## config.mk

```make
export PLATFORM = sky130hd
export DESIGN_NAME = sram_burst_reader
export DESIGN_NICKNAME = d
export VERILOG_FILES = /design/src/rtl/sram_burst_pkg.sv /design/src/rtl/sram_rd_fifo.sv /design/src/rtl/sram_burst_reader.sv
export SDC_FILE = /design/constraint.sdc
export NUM_CORES = 1
export LEC_CHECK = 0
export CAP_MARGIN = 10
export CORE_AREA = 2 2 138 140
export CTS_BUF_LIST = sky130_fd_sc_hd__clkbuf_8
export CTS_CLUSTER_DIAMETER = 60
export DETAILED_ROUTE_END_ITERATION = 12
export DIE_AREA = 0 0 140 142
export PLACE_DENSITY_LB_ADDON = 0.12
export REMOVE_ABC_BUFFERS = 1
export SETUP_SLACK_MARGIN = 0.5
export SKIP_CTS_REPAIR_TIMING = 1
export SYNTH_ARGS = -nofsm -noshare
export SYNTH_HDL_FRONTEND = slang
export SYNTH_SLANG_ARGS = --single-unit
export TNS_END_PERCENT = 10
```

## constraint.sdc

```tcl
create_clock -name clk -period 2.3 [get_ports clk]
set_input_delay 0.345 -clock clk [delete_from_list [all_inputs] [get_ports clk]]
set_output_delay 0.345 -clock clk [all_outputs]
set_load 0.02 [all_outputs]
```

## src/rtl/sram_burst_pkg.sv

```systemverilog
// Shared types and helpers for the SRAM burst reader and its output FIFO.
package sram_burst_pkg;

  typedef enum logic [1:0] {
    ST_IDLE  = 2'd0,
    ST_ISSUE = 2'd1,
    ST_DRAIN = 2'd2
  } state_e;

  // Width needed to hold an occupancy count from 0 to depth inclusive.
  function automatic int fifo_cnt_w(input int depth);
    return $clog2(depth + 1);
  endfunction

endpackage

```

## src/rtl/sram_rd_fifo.sv

```systemverilog
// Synchronous output FIFO for the burst reader; a push into a full FIFO is
// accepted only when a pop happens in the same cycle.
module sram_rd_fifo
  import sram_burst_pkg::*;
#(
  parameter int WIDTH = 33,
  parameter int DEPTH = 4
) (
  input  logic                         clk,
  input  logic                         rst,
  input  logic                         push,
  input  logic [WIDTH-1:0]             push_data,
  input  logic                         pop,
  output logic [WIDTH-1:0]             pop_data,
  output logic                         full,
  output logic                         empty,
  output logic [fifo_cnt_w(DEPTH)-1:0] count
);

  localparam int PTR_W = (DEPTH > 1) ? $clog2(DEPTH) : 1;
  localparam int CNT_W = fifo_cnt_w(DEPTH);
  localparam logic [PTR_W-1:0] LAST_PTR = PTR_W'(DEPTH - 1);

  logic [WIDTH-1:0] mem [DEPTH];
  logic [PTR_W-1:0] wr_ptr;
  logic [PTR_W-1:0] rd_ptr;
  logic             do_push;
  logic             do_pop;

  assign do_pop  = pop && !empty;
  assign do_push = push && (!full || do_pop);

  always_ff @(posedge clk) begin
    if (rst) begin
      wr_ptr <= '0;
      rd_ptr <= '0;
      count  <= '0;
    end else begin
      if (do_push) wr_ptr <= (wr_ptr == LAST_PTR) ? '0 : wr_ptr + 1'b1;
      if (do_pop)  rd_ptr <= (rd_ptr == LAST_PTR) ? '0 : rd_ptr + 1'b1;
      case ({do_push, do_pop})
        2'b10:   count <= count + 1'b1;
        2'b01:   count <= count - 1'b1;
        default: count <= count;
      endcase
    end
  end

  always_ff @(posedge clk) begin
    if (do_push) mem[wr_ptr] <= push_data;
  end

  assign pop_data = mem[rd_ptr];
  assign full     = (count == CNT_W'(DEPTH));
  assign empty    = (count == '0);

endmodule

```

## src/rtl/sram_burst_reader.sv

```systemverilog
// Reads a burst of consecutive SRAM words and streams them out with credit-based
// issue. Define SRAM_BURST_READER_ERRCHK_EN to enable the sticky protocol checker.
module sram_burst_reader
  import sram_burst_pkg::*;
#(
  parameter int ADDR_W     = 10,
  parameter int DATA_W     = 32,
  parameter int FIFO_DEPTH = 4,
  parameter int RD_LAT     = 2
) (
  input  logic              clk,
  input  logic              rst,
  input  logic              cmd_valid,
  output logic              cmd_ready,
  input  logic [ADDR_W-1:0] cmd_addr,
  input  logic [ADDR_W-1:0] cmd_len,
  output logic              a_en,
  output logic              a_re,
  output logic [ADDR_W-1:0] a_addr,
  input  logic [DATA_W-1:0] a_rdata,
  input  logic              a_rvalid,
  output logic              m_valid,
  input  logic              m_ready,
  output logic [DATA_W-1:0] m_data,
  output logic              m_last,
  output logic              busy,
  output logic              done,
  output logic              err
);

  localparam int CNT_W = fifo_cnt_w(FIFO_DEPTH);
  localparam logic [1:0] IDLE  = ST_IDLE;
  localparam logic [1:0] ISSUE = ST_ISSUE;
  localparam logic [1:0] DRAIN = ST_DRAIN;

  logic [1:0]        state;
  logic [ADDR_W-1:0] base_addr;
  logic [ADDR_W-1:0] len;
  // One extra bit so a full-memory burst (2^ADDR_W words) can be counted.
  logic [ADDR_W:0]   issue_count;
  logic [ADDR_W:0]   resp_count;
  logic [CNT_W-1:0]  inflight;
  logic [CNT_W-1:0]  fifo_count;
  logic [CNT_W:0]    credit_used;
  logic [DATA_W:0]   head;
  logic              fifo_empty;
  logic              issue;
  logic              last_issue;
  logic              resp;
  logic              push_last;
  logic              pop;
  logic              last_pop;
  logic              done_q;
`ifdef SRAM_BURST_READER_ERRCHK_EN
  logic              fifo_full;
  logic              err_q;
`endif

  assign credit_used = (CNT_W+1)'(fifo_count) + (CNT_W+1)'(inflight);
  assign issue       = !rst && (state == ISSUE) && (credit_used < (CNT_W+1)'(FIFO_DEPTH));
  assign last_issue  = issue && (issue_count == {1'b0, len});
  assign resp        = a_rvalid && (inflight != '0);
  assign push_last   = (resp_count == {1'b0, len});
  assign pop         = m_valid && m_ready;
  assign last_pop    = pop && head[DATA_W];

  assign a_en      = issue;
  assign a_re      = issue;
  assign a_addr    = base_addr + issue_count[ADDR_W-1:0];
  assign cmd_ready = !rst && (state == IDLE);
  assign busy      = !rst && (state != IDLE);
  assign done      = !rst && done_q;
  assign m_valid   = !rst && !fifo_empty;
  assign m_data    = head[DATA_W-1:0];
  assign m_last    = head[DATA_W];

  // Burst sequencing; a reset mid-burst simply drops everything without a done.
  always_ff @(posedge clk) begin
    if (rst) begin
      state       <= IDLE;
      base_addr   <= '0;
      len         <= '0;
      issue_count <= '0;
      resp_count  <= '0;
      inflight    <= '0;
      done_q      <= 1'b0;
    end else begin
      done_q <= 1'b0;
      if (resp) resp_count <= resp_count + 1'b1;
      case ({issue, resp})
        2'b10:   inflight <= inflight + 1'b1;
        2'b01:   inflight <= inflight - 1'b1;
        default: inflight <= inflight;
      endcase
      case (state)
        IDLE: begin
          if (cmd_valid) begin
            base_addr   <= cmd_addr;
            len         <= cmd_len;
            issue_count <= '0;
            resp_count  <= '0;
            state       <= ISSUE;
          end
        end
        ISSUE: begin
          if (issue)      issue_count <= issue_count + 1'b1;
          if (last_issue) state       <= DRAIN;
        end
        default: state <= state;
      endcase
      if ((state != IDLE) && last_pop) begin
        state  <= IDLE;
        done_q <= 1'b1;
      end
    end
  end

  sram_rd_fifo #(
    .WIDTH (DATA_W + 1),
    .DEPTH (FIFO_DEPTH)
  ) u_fifo (
    .clk       (clk),
    .rst       (rst),
    .push      (resp),
    .push_data ({push_last, a_rdata}),
    .pop       (pop),
    .pop_data  (head),
`ifdef SRAM_BURST_READER_ERRCHK_EN
    .full      (fifo_full),
`else
    .full      (),
`endif
    .empty     (fifo_empty),
    .count     (fifo_count)
  );

`ifdef SRAM_BURST_READER_ERRCHK_EN
  always_ff @(posedge clk) begin
    if (rst) begin
      err_q <= 1'b0;
    end else if ((a_rvalid && (inflight == '0)) || (resp && fifo_full && !pop)) begin
      err_q <= 1'b1;
    end
  end

  assign err = !rst && err_q;
`else
  assign err = 1'b0;
`endif

endmodule

```

# Word level (Yosys, flattened, before mapping)

Memories as Yosys holds them, arrays and structs flattened. A register that Yosys moved wholly into a read port is not among the register bits.
Cells that the tools add are included.

Logic and storage cells: 81
Input port bits: 57
Bits in read-only memories: 0
Output and inout port bits: 50
Memories: 1
Register bits: 55
Latch bits: 0
Memory bits (writable): 132

Multiplexer cells: 18
$lt $le $gt $ge: 1
Bitwise operators: 0
Shift operators: 0
Reductions and logical operators: 28
Equality and inequality tests: 13
Add/sub/neg operators: 10
Multiply operators: 0
Div/mod/pow operators: 0

Memories:

| name       | words | bits a word | read ports | clocked after Yosys merged registers in | wr ports | line               | text |
|---|---|---|---|---|---|---|---|
| u_fifo.mem | 4     | 33          | 1          | 1                                       | 1        | sram_rd_fifo.sv:24 | `logic [WIDTH-1:0] mem [DEPTH];` |

Operators by type and width:

| kind                                                                          | number |
|---|---|
| 11-bit 2-to-1 mux                                                             | 5 |
| 11-bit by 1-bit adder with 11-bit output (second input constant)              | 2 |
| 11-bit by 10-bit == test with 1-bit output                                    | 2 |
| 11-bit one-hot mux with 2 select lines                                        | 1 |
| 1-bit logical AND                                                             | 13 |
| 2-bit 2-to-1 mux                                                              | 6 |
| 3-bit one-hot mux with 2 select lines                                         | 2 |
| 10-bit adder                                                                  | 1 |
| 2-bit == test (second input constant)                                         | 4 |
| 2-bit nonzero test                                                            | 4 |
| 3-bit by 1-bit adder with 3-bit output (second input constant)                | 2 |
| 2-bit by 1-bit == test with 1-bit output (second input constant)              | 3 |
| 2-bit != test (second input constant)                                         | 3 |
| 3-bit AND reduction                                                           | 2 |
| 3-bit by 1-bit subtractor with 3-bit output (second input constant)           | 2 |
| 2-bit by 1-bit adder with 2-bit output (second input constant)                | 2 |
| 3-bit by 3-bit adder with 4-bit output                                        | 1 |
| 4-bit by 3-bit less-than comparator with 1-bit output (second input constant) | 1 |
| 2-bit one-hot mux with 2 select lines                                         | 1 |
| 3-bit == test (second input constant)                                         | 1 |
| 1-bit logical NOT                                                             | 3 |
| 3-bit logical NOT                                                             | 1 |
| 1-bit 2-to-1 mux                                                              | 3 |
| 3-bit nonzero test                                                            | 1 |
| other kinds (4)                                                               | 4 |

# Longest topological paths before layout

Gate-level depths: netlist of the first run.

Depth after elaboration: 9
Gate-level depth with buffers: 10
Gate-level depth less buffers: 10

# Cells and area by module

A second synthesis of the first run with hierarchy kept.

Cells, all modules: 572
Area total of the unflattened synthesis: 8085.3 um^2

Modules (own cells, without submodules):

| module            | cells each | seq. area each (um^2) | area an instance (um^2) | times used |
|---|---|---|---|---|
| sram_rd_fifo      | 238        | 4144.0                | 5345.1                  | 1 |
| sram_burst_reader | 334        | 960.9                 | 2740.1                  | 1 |

# Least setup slack after synthesis of the first run

Ideal clock, no wire load.

Path type: flip-flop to output port
From: register issue_count[3]
To: output a_addr[9]
Data arrival time: 2003 ps
Buffers on the path: 0
Data required time: 1955 ps
Slack: -48 ps
Stages on the path, launching flop included: 6
Path through: dfxtp_1 ha_1 and3_1 a2111oi_2 nor3_1 nor3_1

Longest elaborated chain between the ends: 1

RTL lines:

| item                   | line                     | text |
|---|---|---|
| start, declared        | sram_burst_reader.sv:40  | `logic [ADDR_W:0] issue_count;` |
| start signal, assigned | sram_burst_reader.sv:106 | `if (issue) issue_count <= issue_count + 1'b1;` |
| 10-bit adder           | sram_burst_reader.sv:69  | `assign a_addr = base_addr + issue_count[ADDR_W-1:0];` |
| end, declared          | sram_burst_reader.sv:19  | `output logic [ADDR_W-1:0] a_addr,` |

No other way between the ends.

# Final worst setup path of the first run

From: register base_addr[0]
To: output a_addr[8]

Longest elaborated chain between the ends: 1

RTL lines:

| item                   | line                    | text |
|---|---|---|
| start, declared        | sram_burst_reader.sv:37 | `logic [ADDR_W-1:0] base_addr;` |
| start signal, assigned | sram_burst_reader.sv:98 | `base_addr <= cmd_addr;` |
| 10-bit adder           | sram_burst_reader.sv:69 |  |

No other way between the ends.

==> metrics.txt, run 1 <==
critical hold path startpoint cmd_addr[1]; Max VDD drop 0.3986 mV; number of global-route vias before repair 5224; Final Skew 0.01162 ns; share of the clock period used by the worst path 110.1%; status complete, but fails checks; Compound-Gate Fraction of Synth Area 5.796%; commonest non-fill, non-tap cell in the layout edfxtp_1; Area Growth Syn to Fin 30.93%; Worst Hold Depth 3; Post-Layout Cell Count 967; core area 18460 sq um; starting density of the core 43.40%; failing checks DRC, setup timing; Syn Inst Count 562; CTS Sinks 189; met1 wire length 7292 microns; Setup Crit Path Kind reg -> out; layout cell share with drive strength beyond 1 31.92%; row count 50; number of flops mapped to enable cells by yosys 132; met3 WL 770 microns; Post-Synth Simple-Gate Area 9.952%; # diodes 0; worst r2r src inflight[1]; Power Total 8.344 mW; Placed Instances 934; r2r endpoint u_fifo.count[2]; Synth Area in XOR/XNOR 4.702%; endpoint class of the critical path output port; Startpoint Class flop; Layout Nets 801; H-tree levels 4; WP data arrival 2.19 ns; Avg Inst Size Synth 14.25 sq um; Die H 142 microns; all-layer global routing usage 17.14%; io pins 107; sequential share of the synthesized area 63.74%; detailed route wirelength on metal2 8666 microns; grt total ovfl 0; warnings from Yosys 0; DRT Pass-1 Iters 11; critical path's largest stage delay 0.38 ns; final setup fails 6; largest family of logic cells by synthesized area simple AND/OR/NAND/NOR gates; post-synthesis mux area share 9.530%; post-synthesis register bit count 189; most frequent cells in the layout edfxtp_1, nand2_1, clkdlybuf4s50_1; die area 19880 sq um; Detailed Route Iter0 Violations 244; slowest CP cell fa_2; synth unique cells 56; via count 5099; Fin. Hold Viols 0; Final Max Slew Viols 0; CTS clock-pin slew for the worst setup and hold paths 0.10 ns; worst path required time 1.96 ns; TritonCTS Buffers 17; Root Driver clkbuf_8; WL/cell 17.45 microns; gpl congestion 0.8193; WHS Endpoint base_addr[1]; Final Critical Period 2.533 ns; I/O Buffers 105; highest clock rate 394.8 MHz; MaxCap Viol Count 0; Max-slew headroom 53.04%; crit path cell chain ha_4, fa_2, a21oi_4, o2111ai_2, a31oi_2, xnor2_1, buf_4; FFs w/ async S/R, synth 0%; Die W 140 microns; DRT antenna net count 0; CTS tree built; deepest clock path buffer count 2; critical path fanouts, max 3; post-detailed-placement half-perimeter wirelength 11610 microns; main flop type after synthesis edfxtp_1; Via density 5.273; Min-Delay Path Class in -> reg; antenna violations before repair 0; FF-to-FF setup slack 0.08 ns; number of buffers and inverters on the critical path 1; first-pass GRT wire length 26410 microns; DR top layer met4; mapped cell area 8009 sq um; Final Worst Setup Slack -0.2332 ns; DRC 11; Setup WS pre-CTS -0.3590 ns; PwrDens 795.7 nW/um^2; largest net degree at the start of global routing 34; adder-cell share of the synthesized area 3.874%; Least-Margin Pin Slew 0.7028 ns; total routed wirelength 16870 microns; clock latency on the worst-skew pair 0.45 ns; FF-to-FF path depth 10; crit-path leading delay family adder cells; unrepaired setup endpoints after global routing yes; LEAKAGE 3.716 nW
cells by family after synthesis:
family / count (synthesis)
buffers and inverters: 42
flip-flops: 189
adder cells (fa/ha/maj): 23
multiplexers: 35
other: 1
AO/OA/AOI/OAI: 71
XOR/XNOR: 43
AND/OR/NAND/NOR: 158
sequential cells by signal (all words and copies together), names as in the netlist, named ones only:
register and cells:
base_addr 10, state 2, issue_count 11, u_fifo.mem 132
u_fifo.rd_ptr 2, u_fifo.wr_ptr 2, inflight 3, done_q 1
resp_count 11, u_fifo.count 3, len 10
per-layer routing:
layer | vias to the layer above | track usage (%)
li1 | 2430 | -
met3 | 15 | 3.903
met1 | 2543 | 21.73
met5 | - | 0
met2 | 111 | 30.02
met4 | 0 | 4.359
power breakdown:
| part | internal, mW | switching (mW) | total [mW] |
|---|---|---|---|
| combinational | 1.11 | 1.07 | 2.19 |
| sequential | 3.92 | 0.131 | 4.05 |
| clock | 0.960 | 1.15 | 2.11 |
| total | 5.99 | 2.35 | 8.34 |
layout make-up:
class	instances	area (sq um)
Timing Repair Buffer	166	1653
Inverter	16	62.56
Sequential cell	189	5127
Clock inverter	14	145.1
Fill cell	1484	7969
Multi-Input combinational cell	331	2972
Tap cell	234	292.8
Clock buffer	17	234.0
worst min-delay path: stages:
cell             delay [ns]
clkdlybuf4s50_1        0.40
nand2_1                0.05
a21oi_1                0.05
synth_stat cells (all sizes together), types with 2 or more instances:
cell	number	area share (%)
a21o	3	0.28
a21oi	37	2.3
a31oi	3	0.31
and3	8	0.70
and4	2	0.22
buf	16	1.1
clkbuf	10	0.47
dfxtp	57	14
edfxtp	132	49
fa	3	0.75
ha	20	3.1
inv	16	0.75
mux2i	2	0.25
mux4	33	9.3
nand2	56	2.6
nand3	16	1.0
nand4	5	0.39
nor2	30	1.4
nor3	8	0.50
nor4	11	1.2
o211a	2	0.25
o211ai	3	0.28
o21ai	7	0.44
o311ai	2	0.22
o31ai	4	0.55
o41ai	3	0.33
or2	3	0.23
or3	10	0.78
or4	2	0.23
xnor2	19	2.1
xor2	24	2.6
worst max path at each step:
stage | from | end | slack (ns) | cells after the start
finish | base_addr[0] | a_addr[8] | -0.23 | 7
global placement | base_addr[0] | a_addr[8] | -0.37 | 7
global route | base_addr[0] | a_addr[8] | -0.37 | 7
floorplan | state[1] | issue_count[3] | -0.65 | 4
CTS | base_addr[0] | a_addr[8] | -0.90 | 7
detailed placement | base_addr[0] | a_addr[8] | -0.36 | 7
through the flow:
step	util (%)	hold WS [ns]	instance area (sq um)	setup TNS, ns
finish	56.82	0.4256	10490	-0.8140
global route	56.82	0.4110	10490	-1.536
CTS	54.89	0.4016	10130	-14.53
detailed placement	52.84	0.4546	9752	-2.391
global placement	52.84	0.4505	9752	-2.219
floorplan	-	0.4141	7880	-18.69
No activity file was read; power rests on OpenSTA's default activity.
==> run 2, diff against run 1 <==
- ABC_AREA: default -> 1
- CORE_AREA: 2 2 138 140 -> 2 2 142 144
- DIE_AREA: 0 0 140 142 -> 0 0 144 146
==> metrics.txt, run 2 <==
status finished, final reports clean (was complete, but fails checks); via count 6332 (was 5099); post-synthesis mux area share 0% (was 9.530%); Yosys top cell by area edfxtp_1 (unchanged); top post-synthesis cells by area edfxtp_1, dfxtp_1, nor2_1 (was edfxtp_1, dfxtp_1, mux4_2); Layout Nets 1075 (was 801); I/O Buffers 105 (unchanged); DRT Pass-1 Iters 5 (was 11); largest family of logic cells by synthesized area simple AND/OR/NAND/NOR gates (unchanged); sw frac 34.97% (was 28.20%); MaxCap Viol Count 0 (unchanged); most common library cells after synthesis nor2_1, edfxtp_1, nand2_1 (was edfxtp_1, dfxtp_1, nand2_1); worst path required time 1.96 ns (about the same); critical path fanouts, max 3 (unchanged); switching pwr 3.699 mW (was 2.353 mW); # diodes 0 (unchanged); number of global-route vias before repair 5696 (was 5224); grt met3 use 3.060% (was 3.903%); endpoint class of the critical path output port (unchanged); most frequent cells in the layout edfxtp_1, nor2_1, nand2_1 (was edfxtp_1, nand2_1, clkdlybuf4s50_1); WP data arrival 1.92 ns (was 2.19 ns); Final Skew 0.01588 ns (was 0.01162 ns); DRT antenna net count 0 (unchanged); TritonCTS Buffers 17 (unchanged); largest net degree at the start of global routing 35 (was 34); Die W 144 microns (was 140 microns); PwrDens 920.5 nW/um^2 (was 795.7 nW/um^2); most common cell in the netlist nor2_1 (was edfxtp_1); Final Max Slew Viols 0 (unchanged); Most Used Layer, Global Route met2 (unchanged); slowest CP cell fa_2 (unchanged); CTS Sinks 189 (unchanged); Synth Area in XOR/XNOR 1.969% (was 4.702%); io pins 107 (unchanged); worst r2r src u_fifo.count[1] (was inflight[1]); WHS Endpoint len[7] (was base_addr[1]); Max VDD drop 0.4331 mV (was 0.3986 mV); deepest clock path buffer count 2 (unchanged); DRC 0 (was 11); synth unique cells 40 (was 56); first-pass GRT wire length 29540 microns (was 26410 microns); FF-to-FF path depth 12 (was 10); total routed wirelength 19680 microns (was 16870 microns); unrepaired setup endpoints after global routing yes (unchanged); highest clock rate 441.0 MHz (was 394.8 MHz); all-layer global routing usage 18.02% (was 17.14%); final setup fails 0 (was 6); crit path cell chain ha_4, fa_2, nand3_2, nand2_2, a21oi_2, xor2_1, buf_4 (was ha_4, fa_2, a21oi_4, o2111ai_2, a31oi_2, xnor2_1, buf_4); mapped cell area 8451 sq um (was 8009 sq um); Worst Hold Depth 3 (unchanged); Largest regs u_fifo.mem x132, issue_count x11, resp_count x11 (unchanged); post-synthesis register bit count 189 (unchanged); warnings from Yosys 0 (unchanged); critical path's largest stage delay 0.36 ns (was 0.38 ns); Setup WS pre-CTS -0.08100 ns (was -0.3590 ns); FFs w/ async S/R, synth 0% (unchanged); grt met1 use 24.11% (was 21.73%); share of total power in the clock network 21.1% (was 25.3%); r2r endpoint inflight[2] (was u_fifo.count[2]); Die H 146 microns (was 142 microns); adder-cell share of the synthesized area 3.672% (was 3.874%); Syn Inst Count 843 (was 562); sequential share of the synthesized area 60.41% (was 63.74%); H-tree levels 4 (unchanged); sequential share of power 41.2% (was 48.5%); die area 21020 sq um (was 19880 sq um); WL/cell 15.46 microns (was 17.45 microns); Final Worst Setup Slack 0.03241 ns (was -0.2332 ns); Global Route met2 Usage 30.02% (about the same); Avg Inst Size Synth 10.02 sq um (was 14.25 sq um); Final Critical Period 2.268 ns (was 2.533 ns); layout cell share with drive strength beyond 1 32.54% (was 31.92%); Startpoint Class flop (unchanged); gpl congestion 0.8521 (was 0.8193); top cell type's share of synthesized area 46.91% (was 49.49%); Area Growth Syn to Fin 35.99% (was 30.93%); max reg flops 132 (unchanged); CTS tree built (unchanged); grt total ovfl 0 (unchanged); antenna violations before repair 0 (unchanged); starting density of the core 43.71% (was 43.40%); Fillers 1656 (was 1484); number of flops mapped to enable cells by yosys 132 (unchanged); largest reg by FF count u_fifo.mem (unchanged); commonest non-fill, non-tap cell in the layout edfxtp_1 (unchanged); share of the clock period used by the worst path 98.59% (was 110.1%); Detailed Route Iter0 Violations 346 (was 244); core area 19330 sq um (was 18460 sq um); Root Driver clkbuf_8 (unchanged); Power Total 10.58 mW (was 8.344 mW); main flop type after synthesis edfxtp_1 (unchanged); Pint 6.880 mW (was 5.991 mW); row count 51 (was 50); CTS clock-pin slew for the worst setup and hold paths 0.10 ns (about the same); Compound-Gate Fraction of Synth Area 11.22% (was 5.796%); combinational share of power 37.7% (was 26.2%); Fin. Hold Viols 0 (unchanged); critical hold path startpoint cmd_len[7] (was cmd_addr[1]); Post-Synth Simple-Gate Area 17.15% (was 9.952%); Via density 4.974 (was 5.273); Min-Delay Path Class in -> reg (unchanged); post-detailed-placement half-perimeter wirelength 12900 microns (was 11610 microns); Setup Crit Path Kind reg -> out (unchanged); clock latency on the worst-skew pair 0.46 ns (was 0.45 ns); FF-to-FF setup slack 0.33 ns (was 0.08 ns); LEAKAGE 4.297 nW (was 3.716 nW)
## run 2: per-stage QoR
stage | TNS (ns) | area, sq um | utilization [%] | cells | hold WS, ns
6_report | 0 | 11490 | 59.44 | 1273 | 0.4843
5_1_grt | -0.1345 | 11490 | 59.44 | 1273 | 0.4932
4_1_cts | -11.03 | 10520 | 54.42 | 1261 | 0.4628
3_5_place_dp | -0.3012 | 10110 | 52.31 | 1229 | 0.4798
3_3_place_gp | -0.1260 | 10110 | 52.31 | 1229 | 0.4711
2_1_floorplan | -74.70 | 8270 | - | 810 | 0.4141
## run 2: worst max path at each step
stage	slack, ns	from	end	cells after the start
5_1_grt	-0.06	base_addr[0]	a_addr[6]	7
4_1_cts	-0.58	base_addr[0]	a_addr[6]	7
3_5_place_dp	-0.08	rst	a_re	6
3_3_place_gp	-0.05	base_addr[0]	a_addr[6]	7
2_1_floorplan	-0.47	rst	u_fifo.mem[3][0]	5
6_report	0.03	base_addr[0]	a_addr[6]	7
## run 2: cells by family after synthesis
logic type / Yosys count
DFF: 189
AOI/OAI and AO/OA: 177
and+or+nand+nor: 325
other: 1
xor gates and xnor gates: 19
buffers and inverters: 109
adders and majority gates: 23
## run 2: power by group through the flow
| stage | registers (mW) | clock network, mW | logic (mW) |
|---|---|---|---|
| detailed placement | 4.35 | 0 | 3.26 |
| floorplan | 4.38 | 0 | 1.71 |
| global placement | 4.35 | 0 | 3.25 |
| global route | 4.40 | 2.43 | 4.34 |
| finish | 4.36 | 2.24 | 3.99 |
| CTS | 4.27 | 2.30 | 3.26 |
## run 2: worst max-delay path, delay by kind of cell (launching register included)
family                     cells  cell delay (ns)
adders and majority gates      2             0.52
AOI/OAI and AO/OA              1             0.15
xor gates and xnor gates       1             0.14
buffers and inverters          1             0.15
DFF                            1             0.35
and+or+nand+nor                2             0.14
## run 2: final cells by class
type / instances / area [sq um] / area share [%]
Timing Repair Buffer: 166 / 1754 / 15.26
Inverter: 76 / 307.8 / 2.678
Tap cell: 265 / 331.6 / 2.885
Multi-Input combinational cell: 545 / 3543 / 30.83
Clock inverter: 15 / 172.7 / 1.502
Sequential cell: 189 / 5149 / 44.80
Clock buffer: 17 / 234.0 / 2.036
## run 2: metal layers
layer | share of wire [%] | vias up | wire [microns]
met5 | 0 | - | 0
met4 | 1.4 | 0 | 275
met3 | 4.2 | 22 | 817
met2 | 50 | 130 | 9839
met1 | 44 | 2988 | 8742
li1 | - | 3192 | -
==> run 3, diff against run 2 <==
==> constraint.sdc (replaced) <==
create_clock -name clk -period 2.3 [get_ports clk]
set_input_delay 0.46 -clock clk [delete_from_list [all_inputs] [get_ports clk]]
set_output_delay 0.46 -clock clk [all_outputs]
set_load 0.02 [all_outputs]
==> metrics.txt, run 3 (synthesis results as in run 2) <==
starting density of the core 43.71% (unchanged); WP data arrival 1.94 ns (was 1.92 ns); Placement Cell Area 10250 sq um (was 10110 sq um); first-pass GRT wire length 29860 microns (was 29540 microns); antenna violations before repair 0 (unchanged); largest reg by FF count u_fifo.mem (unchanged); H-tree levels 4 (unchanged); I/O Buffers 105 (unchanged); Max VDD drop 0.5234 mV (was 0.4331 mV); Startpoint Class flop (unchanged); Largest regs u_fifo.mem x132, issue_count x11, resp_count x11 (unchanged); Setup WS pre-CTS -0.3081 ns (was -0.08100 ns); Critical Path Sink a_addr[6] (unchanged); Setup Crit Path Kind reg -> out (unchanged); r2r endpoint inflight[2] (unchanged); layout cell share with drive strength beyond 1 32.97% (was 32.54%); gpl congestion 0.8609 (was 0.8521); LEAKAGE 4.331 nW (was 4.297 nW); Detailed Route Iter0 Violations 384 (was 346); Area Growth Syn to Fin 36.51% (was 35.99%); Fin. Hold Viols 0 (unchanged); CTS clock-pin slew for the worst setup and hold paths 0.10 ns (about the same); deepest clock path buffer count 2 (unchanged); final setup fails 3 (was 0); io pins 107 (unchanged); Final Max Slew Viols 0 (unchanged); largest net degree at the start of global routing 35 (unchanged); FF-to-FF setup slack 0.30 ns (was 0.33 ns); via count 6342 (was 6332); highest clock rate 417.0 MHz (was 441.0 MHz); post-route cell area 11540 sq um (was 11490 sq um); grt total ovfl 0 (unchanged); Die H 146 microns (unchanged); unrepaired setup endpoints after global routing yes (unchanged); failing checks setup timing; Final Critical Period 2.398 ns (was 2.268 ns); Critical Path Source base_addr[0] (unchanged); WL/cell 15.85 microns (was 15.46 microns); all-layer global routing usage 18.22% (was 18.02%); MaxCap Viol Count 0 (unchanged); Die W 144 microns (unchanged); worst r2r src u_fifo.count[1] (unchanged); post-detailed-placement half-perimeter wirelength 13050 microns (was 12900 microns); Via density 4.962 (was 4.974); Layout Nets 1080 (was 1075); clock latency on the worst-skew pair 0.47 ns (was 0.46 ns); row count 51 (unchanged); TritonCTS Buffers 17 (unchanged); DRT antenna net count 0 (unchanged); CTS tree built (unchanged); CTS Sinks 189 (unchanged); core area 19330 sq um (unchanged); FF-to-FF path depth 12 (unchanged); Final Worst Setup Slack -0.09824 ns (was 0.03241 ns); endpoint class of the critical path output port (unchanged); number of global-route vias before repair 5734 (was 5696); DRC 0 (unchanged); Min-Delay Path Class reg -> reg (was in -> reg); worst path required time 1.84 ns (was 1.96 ns); Root Driver clkbuf_8 (unchanged); DRT Pass-1 Iters 5 (unchanged); status complete, but fails checks (was finished, final reports clean); total routed wirelength 20260 microns (was 19680 microns); critical path fanouts, max 3 (unchanged); most frequent cells in the layout edfxtp_1, nor2_1, nand2_1 (unchanged); commonest non-fill, non-tap cell in the layout edfxtp_1 (unchanged); die area 21020 sq um (unchanged); Final Skew 0.01394 ns (was 0.01588 ns); PwrDens 906.6 nW/um^2 (was 920.5 nW/um^2); max reg flops 132 (unchanged); # diodes 0 (unchanged); share of the clock period used by the worst path 104.3% (was 98.59%)
==> run 3: area by class of cell <==
cell class	instances	area [sq um]
clock buffer	17	234.0
clock inverter	15	150.1
fill	1683	7799
inverter	76	305.3
multi-input combinational	545	3572
sequential	189	5140
tap	265	331.6
timing repair buffer	171	1803
==> run 3: layer usage <==
| metal | vias up | wire [microns] | global-route usage (%) |
|---|---|---|---|
| met5 | - | 0 | 0 |
| met4 | 0 | 157 | 4.608 |
| met3 | 12 | 889 | 3.587 |
| met2 | 144 | 10170 | 28.98 |
| met1 | 2991 | 9038 | 25.66 |
| li1 | 3195 | - | - |
==> run 3: worst max-delay path: stages, from the launching register on <==
cell and delay, ns:
dfxtp_2 0.35, ha_4 0.16, fa_2 0.35, nand3_2 0.09
nand2_4 0.07, a21oi_2 0.15, xor2_1 0.14, buf_4 0.15
==> run 3: worst min-delay path by stage <==
stage | startpoint | slack [ns] | depth (start not counted) | endpoint
after global placement | base_addr[4] | 0.47 | 2 | base_addr[4]
after global routing | rst | 0.50 | 3 | u_fifo.count[1]
after floorplan | base_addr[0] | 0.46 | 2 | base_addr[0]
final | u_fifo.rd_ptr[0] | 0.51 | 1 | flop
after detailed placement | base_addr[8] | 0.48 | 2 | base_addr[8]
after CTS | base_addr[8] | 0.50 | 2 | base_addr[8]
==> run 3: power breakdown <==
part           switching, mW  internal, mW
clock                   1.25         0.896
combinational           2.23          1.73
sequential             0.254          4.09
==> run 3: per-stage QoR <==
stage / utilization [%] / power, mW / hold WS, ns / cells / TNS (ns)
3_5_place_dp: 53.01 / 7.690 / 0.4807 / 1237 / -2.747
2_1_floorplan: - / 6.089 / 0.4618 / 810 / -93.68
4_1_cts: 55.00 / 9.825 / 0.5017 / 1269 / -15.30
5_1_grt: 59.66 / 11.04 / 0.5039 / 1278 / -0.6814
6_report: 59.66 / 10.46 / 0.5132 / 1278 / -0.1968
3_3_place_gp: 53.01 / 7.667 / 0.4717 / 1237 / -2.298
